<file path="src/rtl/ghash_mult_accum.sv">
// GHASH engine: digit-serial GF(2^128) multiply-accumulate, Y = (Y ^ X) * H.
// Consumes DIGIT bits of the operand per cycle; streams the tag out on last.
module ghash_mult_accum #(
   parameter int DATA_WIDTH = 128,
   parameter int DIGIT = 8,
   parameter logic [DATA_WIDTH-1:0] POLY = 128'hE1000000000000000000000000000000
) (
   input  logic                  clk,
   input  logic                  rst,
   input  logic [DATA_WIDTH-1:0] h_i,
   input  logic                  h_load_i,
   input  logic                  in_valid_i,
   output logic                  in_ready_o,
   input  logic [DATA_WIDTH-1:0] in_data_i,
   input  logic                  in_last_i,
   output logic                  out_valid_o,
   input  logic                  out_ready_i,
   output logic [DATA_WIDTH-1:0] out_tag_o,
   output logic                  busy_o
);

   localparam int N = DATA_WIDTH / DIGIT;
   localparam int CW = (N > 1) ? $clog2(N) : 1;
   localparam logic [CW-1:0] CNT_LAST = CW'(N - 1);

   localparam logic [1:0] IDLE = 2'd0;
   localparam logic [1:0] MUL  = 2'd1;
   localparam logic [1:0] OUT  = 2'd2;

   if ((DATA_WIDTH != 128) || (DIGIT < 1) || (DIGIT > DATA_WIDTH) ||
       ((DATA_WIDTH % DIGIT) != 0)) begin : g_bad_param
      $error("ghash_mult_accum: unsupported DATA_WIDTH/DIGIT");
   end

   logic [1:0]            state;
   logic [DATA_WIDTH-1:0] h_q;
   logic [DATA_WIDTH-1:0] y_q;
   logic [DATA_WIDTH-1:0] z_q;
   logic [DATA_WIDTH-1:0] v_q;
   logic [DATA_WIDTH-1:0] a_q;
   logic [CW-1:0]         cnt;
   logic                  last_q;

   logic [DATA_WIDTH-1:0] z_n;
   logic [DATA_WIDTH-1:0] v_n;
   logic [DATA_WIDTH-1:0] a_n;
   logic                  accept;
   logic                  done;

   assign in_ready_o = rst && (state == IDLE);
   assign busy_o     = (state != IDLE);
   assign accept     = in_valid_i && in_ready_o;
   assign done       = (cnt == CNT_LAST);

   // One digit of the shift-and-add multiply, MSB of A first.
   always_comb begin
      z_n = z_q;
      v_n = v_q;
      for (int i = 0; i < DIGIT; i++) begin
         if (a_q[DATA_WIDTH-1-i]) z_n = z_n ^ v_n;
         v_n = (v_n >> 1) ^ (v_n[0] ? POLY : '0);
      end
      a_n = a_q << DIGIT;
   end

   always_ff @(posedge clk or negedge rst) begin
      if (!rst) begin
         state       <= IDLE;
         h_q         <= '0;
         y_q         <= '0;
         z_q         <= '0;
         v_q         <= '0;
         a_q         <= '0;
         cnt         <= '0;
         last_q      <= 1'b0;
         out_valid_o <= 1'b0;
         out_tag_o   <= '0;
      end else begin
         case (state)
            IDLE: begin
               if (h_load_i) h_q <= h_i;
               // Block takes the H held before this edge.
               if (accept) begin
                  a_q    <= y_q ^ in_data_i;
                  z_q    <= '0;
                  v_q    <= h_q;
                  last_q <= in_last_i;
                  cnt    <= '0;
                  state  <= MUL;
               end
            end
            MUL: begin
               z_q <= z_n;
               v_q <= v_n;
               a_q <= a_n;
               cnt <= cnt + 1'b1;
               if (done) begin
                  y_q <= z_n;
                  if (last_q) begin
                     out_tag_o   <= z_n;
                     out_valid_o <= 1'b1;
                     state       <= OUT;
                  end else begin
                     state <= IDLE;
                  end
               end
            end
            OUT: begin
               if (out_ready_i) begin
                  out_valid_o <= 1'b0;
                  y_q         <= '0;
                  state       <= IDLE;
               end
            end
            default: state <= IDLE;
         endcase
      end
   end

endmodule

</file>
<file path="config.mk">
export PLATFORM = sky130hd
export DESIGN_NAME = ghash_mult_accum
export DESIGN_NICKNAME = d
export VERILOG_FILES = /design/src/rtl/ghash_mult_accum.sv
export SDC_FILE = /design/constraint.sdc
export NUM_CORES = 2
export LEC_CHECK = 0
export CAP_MARGIN = 15
export CORE_UTILIZATION = 50
export CTS_CLUSTER_DIAMETER = 60
export DETAILED_ROUTE_END_ITERATION = 8
export PLACE_DENSITY = 0.71
export SLEW_MARGIN = 10
export SYNTH_ARGS = -nofsm -noshare
export SYNTH_HDL_FRONTEND = slang
export SYNTH_SLANG_ARGS = --single-unit
</file>
<file path="constraint.sdc">
create_clock -name clk -period 3.7 [get_ports clk]
set_input_delay 0.37 -clock clk [delete_from_list [all_inputs] [get_ports clk]]
set_output_delay 0.37 -clock clk [all_outputs]
set_load 0.01 [all_outputs]
</file>
# --- Word-level counts from Yosys, hierarchy flattened ---
# Index checks and enable logic that the tools add are counted.
word_totals:
  ff_bits: 776
  latch_bits: 0
  ramBits: 0
  rom_bits: 0
  inputBits: 262
  out_inout_bits: 131
  word_cells: 84
  n_memories: 0
op_classes:
  addsub: 1
  n_mul: 0
  n_div: 0
  n_lt_le_gt_ge: 0
  eq_ne: 7
  shift: 0
  muxes: 36
  n_bitwise: 17
  n_reduce_logical: 13
op_table:
  columns: ["op", "n"]
  rows:
  - ["$mux W128", 21]
  - ["$xor A128 B128 Y128", 9]
  - ["$pmux W128 S2", 4]
  - ["$xor A127 B128 Y128", 8]
  - ["$reduce_and A3 Y1", 3]
  - ["$mux W2", 4]
  - ["$ne A2 B2 Y1 const B", 4]
  - ["$pmux W4 S2", 1]
  - ["$pmux W2 S3", 1]
  - ["$reduce_and A2 Y1", 3]
  - ["$reduce_bool A2 Y1", 3]
  - ["$add A4 B1 Y4 const B", 1]
  - ["$eq A4 B4 Y1 const B", 1]
  - ["$mux W4", 1]
  - ["$reduce_and A4 Y1", 1]
  - ["$mux W1", 3]
  - ["$eq A2 B1 Y1 const B", 1]
  - ["$eq A2 B2 Y1 const B", 1]
  - ["$logic_and A1 B1 Y1", 2]
  - ["$logic_not A2 Y1", 1]
  - ["$pmux W1 S2", 1]

# --- Depth between registers and ports, before layout ---
logic_depth:
  ltp_word: 18
  mapped_depth: 9
  ltp_nobuf: 6

# --- Worst setup path before layout ---
# Ideal clock, no wire load.
synth_timing:
  path_kind: "register to register"
  start: "register cnt[0]"
  end: "register out_tag_o[19]"
  setup_ns: 0.125
  t_arrival_ns: 2.018
  required_time_ns: 3.575
  path_slack_ns: 1.558
  stages_incl_launch_ff: 8
  path_buffers: 2
  synth_period_minus_slack_ns: 2.142
  cell_sequence: "dfrtp_1 -> ha_1 -> and3_1 -> and2_1 -> nand2_1 -> clkbuf_1 -> buf_1 -> mux2_2"
synth_between:
  elab_chain_cells: 2
synth_rtl:
  columns: ["element", "line", "rtl"]
  rows:
  - ["from (decl)", "41", "logic [CW-1:0] cnt;"]
  - ["from (signal assigned)", "96", "cnt <= cnt + 1'b1;"]
  - ["$eq A4 B4 Y1", "53", "assign done = (cnt == CNT_LAST);"]
  - ["$reduce_and A3 Y1 (no line)", null, null]
  - ["to (signal assigned)", "100", "out_tag_o <= z_n;"]
  - ["to (decl)", "18", "output logic [DATA_WIDTH-1:0] out_tag_o,"]
# Every way passes these cells.
# A chain may end at the register's enable or synchronous reset.

# --- Worst setup path after layout ---
layout_timing:
  start: "register cnt[0]"
  end: "register out_tag_o[105]"
# Same word-level chain as after synthesis.

==> run summary <==
CP Buf/Inv Count: 1
share of cells above drive strength 1: 9.75%
# port buffers: 392
gr ovfl total: 0
Compound-Gate Fraction of Synth Area: 9.88%
Final HPWL DP: 84.2 mm
Least-Margin Pin Slew: 1250 ps
Root Buffer: clkbuf_16
asr flop ratio synth: 100%
Ant. Diodes: 0
multi-input logic area: 0.0238 mm2
failing checks: DRC
Crit. path cell count: 6
First DRT Iteration DRCs: 2,937
Crit Path Max Fanout: 55
Crit-path slowest cell: and2_4
status: finished with violations
Worst Hold Class: in2reg
Max Freq: 349 MHz
first-pass GRT wire length: 207 mm
Worst R2R Start: cnt[0]$_DFFE_PN0P_
Synthesized Nets: 4,991
DR vias/cell: 5.72
EDFF count, synth: 0
max incr delay on CP: 560 ps
Slew Viols, Final: 0
CTS Buffer Depth: 3
fin crit period: 2870 ps
sequential share of the synthesized area: 43.3%
worst reg-to-reg path cell count: 6
Final Core Density: 59.3%
vias in the first global route: 33,900
pre-CTS setup slack: 843 ps
adder-cell share of the synthesized area: 0.0279%
# resized after CTS: 0
Core Box Area: 0.0886 mm2
Mapped Cells: 4,728
CP endpoint: out_tag_o[105]$_DFFE_PN0P_
register area: 0.0194 mm2
Worst setup SP type: register
routability cong.: 0.848
final setup vio count: 0
main combinational cell family by area after synthesis: XOR/XNOR gates
xor/xnor share of the synthesized area: 23.3%
Layout Skew: 39.0 ps
mux cell area share after synthesis: 6.51%
Setup TNS: 0 ps
die area: 0.0909 mm2
FP Rows: 109
post-DR wirelength/cell: 21.9 um
Clock transition at path regs: 70 ps
Clk Latency, worst-skew pair: 670 ps
Num CTS Buffers: 93
CP top delay family: simple AND/OR/NAND/NOR gates
WP data required: 4230 ps
H-tree Lvls: 3
Yosys warnings: 0
cell area after layout: 0.0526 mm2
Worst slew margin: 16.7%
clock net sink count: 776
Total Wirelength: 133 mm
worst path cell trace: ha_1 -> and3_1 -> and2_4 -> nand2_4 -> buf_12 -> mux2_1
DR DRC count: 25
max-cap violations: 0
initial core utilization: 50.6%
CTS tree: yes
CP Capture Type: register
largest net degree at the start of global routing: 148
Placement Cell Area: 0.0493 mm2
Post-synth top flop: dfrtp_1
die width: 302 um
nets@finish: 5,109
Critical Path AT: 3390 ps
synth unique cells: 41
setup ws final: 833 ps
Syn-to-layout area delta: 17.2%
Die Y: 302 um
fin crit share: 77.5%
drt pass-1 iters: 8
Routed Antenna Nets: 0
Via Count: 34,800
reg-to-reg slack, setup: 830 ps
FF-to-FF End: out_tag_o[105]$_DFFE_PN0P_
Simple-Gate Fraction of Synth Area: 13.2%
Final Hold Viols: 0
Layout fillers: 7,447
initial antenna violation count: 4
average cell area after synthesis: 9.49 um2
RSZ-0062 raised after global routing: no
Synth Register Bits: 776
I/O pin cnt: 393
Total GRT Usage: 29.2%
Mapped Area: 0.0449 mm2
WS Path Type: reg2reg
Worst Setup SP: cnt[0]$_DFFE_PN0P_
[cells in the final DEF (no fill, tap or decap), drive strengths merged, types with 5 or more instances in the layout]
cell / synthesis / routed
nand2: 1177 / 1177
xnor2: 889 / 889
dfrtp: 776 / 776
clkdlybuf4s50: 0 / 391
nor2: 354 / 354
xor2: 265 / 265
mux2: 256 / 256
a22o: 125 / 125
o2bb2ai: 125 / 125
clkbuf: 211 / 123
a221o: 120 / 120
o22ai: 113 / 113
buf: 214 / 56
o21ai: 29 / 29
inv: 4 / 21
clkinv: 0 / 21
a22oi: 16 / 16
nand3: 12 / 12
xnor3: 7 / 7
bufinv: 0 / 7
xor3: 5 / 5
a31oi: 5 / 5
[state kept, by name (all words and copies together), names as in the netlist, 2 cells and up]
name	count
z_q	128
out_tag_o	128
cnt	4
state	2
v_q	128
a_q	128
y_q	128
h_q	128
[tightest hold or removal path, stage by stage]
cell             delay, ps
clkdlybuf4s50_1        400
nand2_1                 60
nand2_1                 40
[timing repair]
item / CTS / global route
hold endpoints to repair: 42 / 0
endpoints found under the setup margin: 0 / 0
hold buffers: 1 / 0
setup buffers: 0 / 0
[Yosys cell counts (2+ instances only)]
cell type	count	area [um2]
nand3b_1	2	15.0
o2bb2ai_1	125	1090
and2_1	3	18.8
xnor3_1	7	158
xor2_2	4	65.1
o22ai_1	113	707
a22oi_1	16	120
inv_1	4	15.0
mux2_2	239	2690
xnor2_1	889	7790
nand2_1	1177	4420
and3_1	4	25.0
clkbuf_1	211	792
a221o_1	120	1200
nand3_1	12	60.1
o21ai_1	7	35.0
nor2b_1	3	18.8
dfrtp_1	776	19400
buf_6	3	33.8
mux2i_1	4	40.0
mux2_1	17	191
a22o_1	125	1090
a31oi_1	5	31.3
nor2_1	353	1330
xor3_1	4	95.1
xor2_1	260	2280
buf_2	84	420
o21ai_0	22	110
buf_1	127	477
[layer usage]
metal  track usage [%]  wire [um]  vias to the layer above
met4              10.6       4800                        8
met3              4.79      10500                      260
li1                  -          -                    15700
met1              41.8      56900                    17400
met2              44.6      61100                     1470
met5                 0         46                        -
[area by class of cell]
class,count,share of cell area [%]
repair buffers,448,8.84
flip-flops and latches,776,37.0
inverters,4,0.0285
clock inverters,49,1.10
multi-input cells,3523,45.2
clock buffers,123,5.09
well taps,1165,2.77
[stage by stage]
stage,hold slack [ps],instances
floorplan,74.4,4728
global placement,342,5915
detailed placement,337,5915
CTS,216,6088
global route,249,6088
finish,238,6088
[cell families (layout without fill, tap and decap cells)]
kind of cell               Yosys count  in the layout
AOI/OAI and AO/OA                  538            538
xor gates and xnor gates          1166           1166
adders and majority gates            1              1
buffers and inverters              429            624
DFF                                776            776
muxes                              260            260
and+or+nand+nor                   1558           1558
[how the worst min path moves through the flow]
stage	from	end	slack, ps	cells past startpoint
CTS	in_last_i	last_q$_DFFE_PN0P_	220	3
finish	in_last_i	last_q$_DFFE_PN0P_	240	3
global route	in_last_i	last_q$_DFFE_PN0P_	250	3
detailed placement	rst	v_q[21]$_DFFE_PN0P_	340	1
floorplan	rst	a_q[0]$_DFFE_PN0P_	70	0
global placement	rst	v_q[21]$_DFFE_PN0P_	340	1
Power is left out: the tool's default activity adds up to more than one toggle a clock period on the data nets, which glitch-free logic cannot reach.
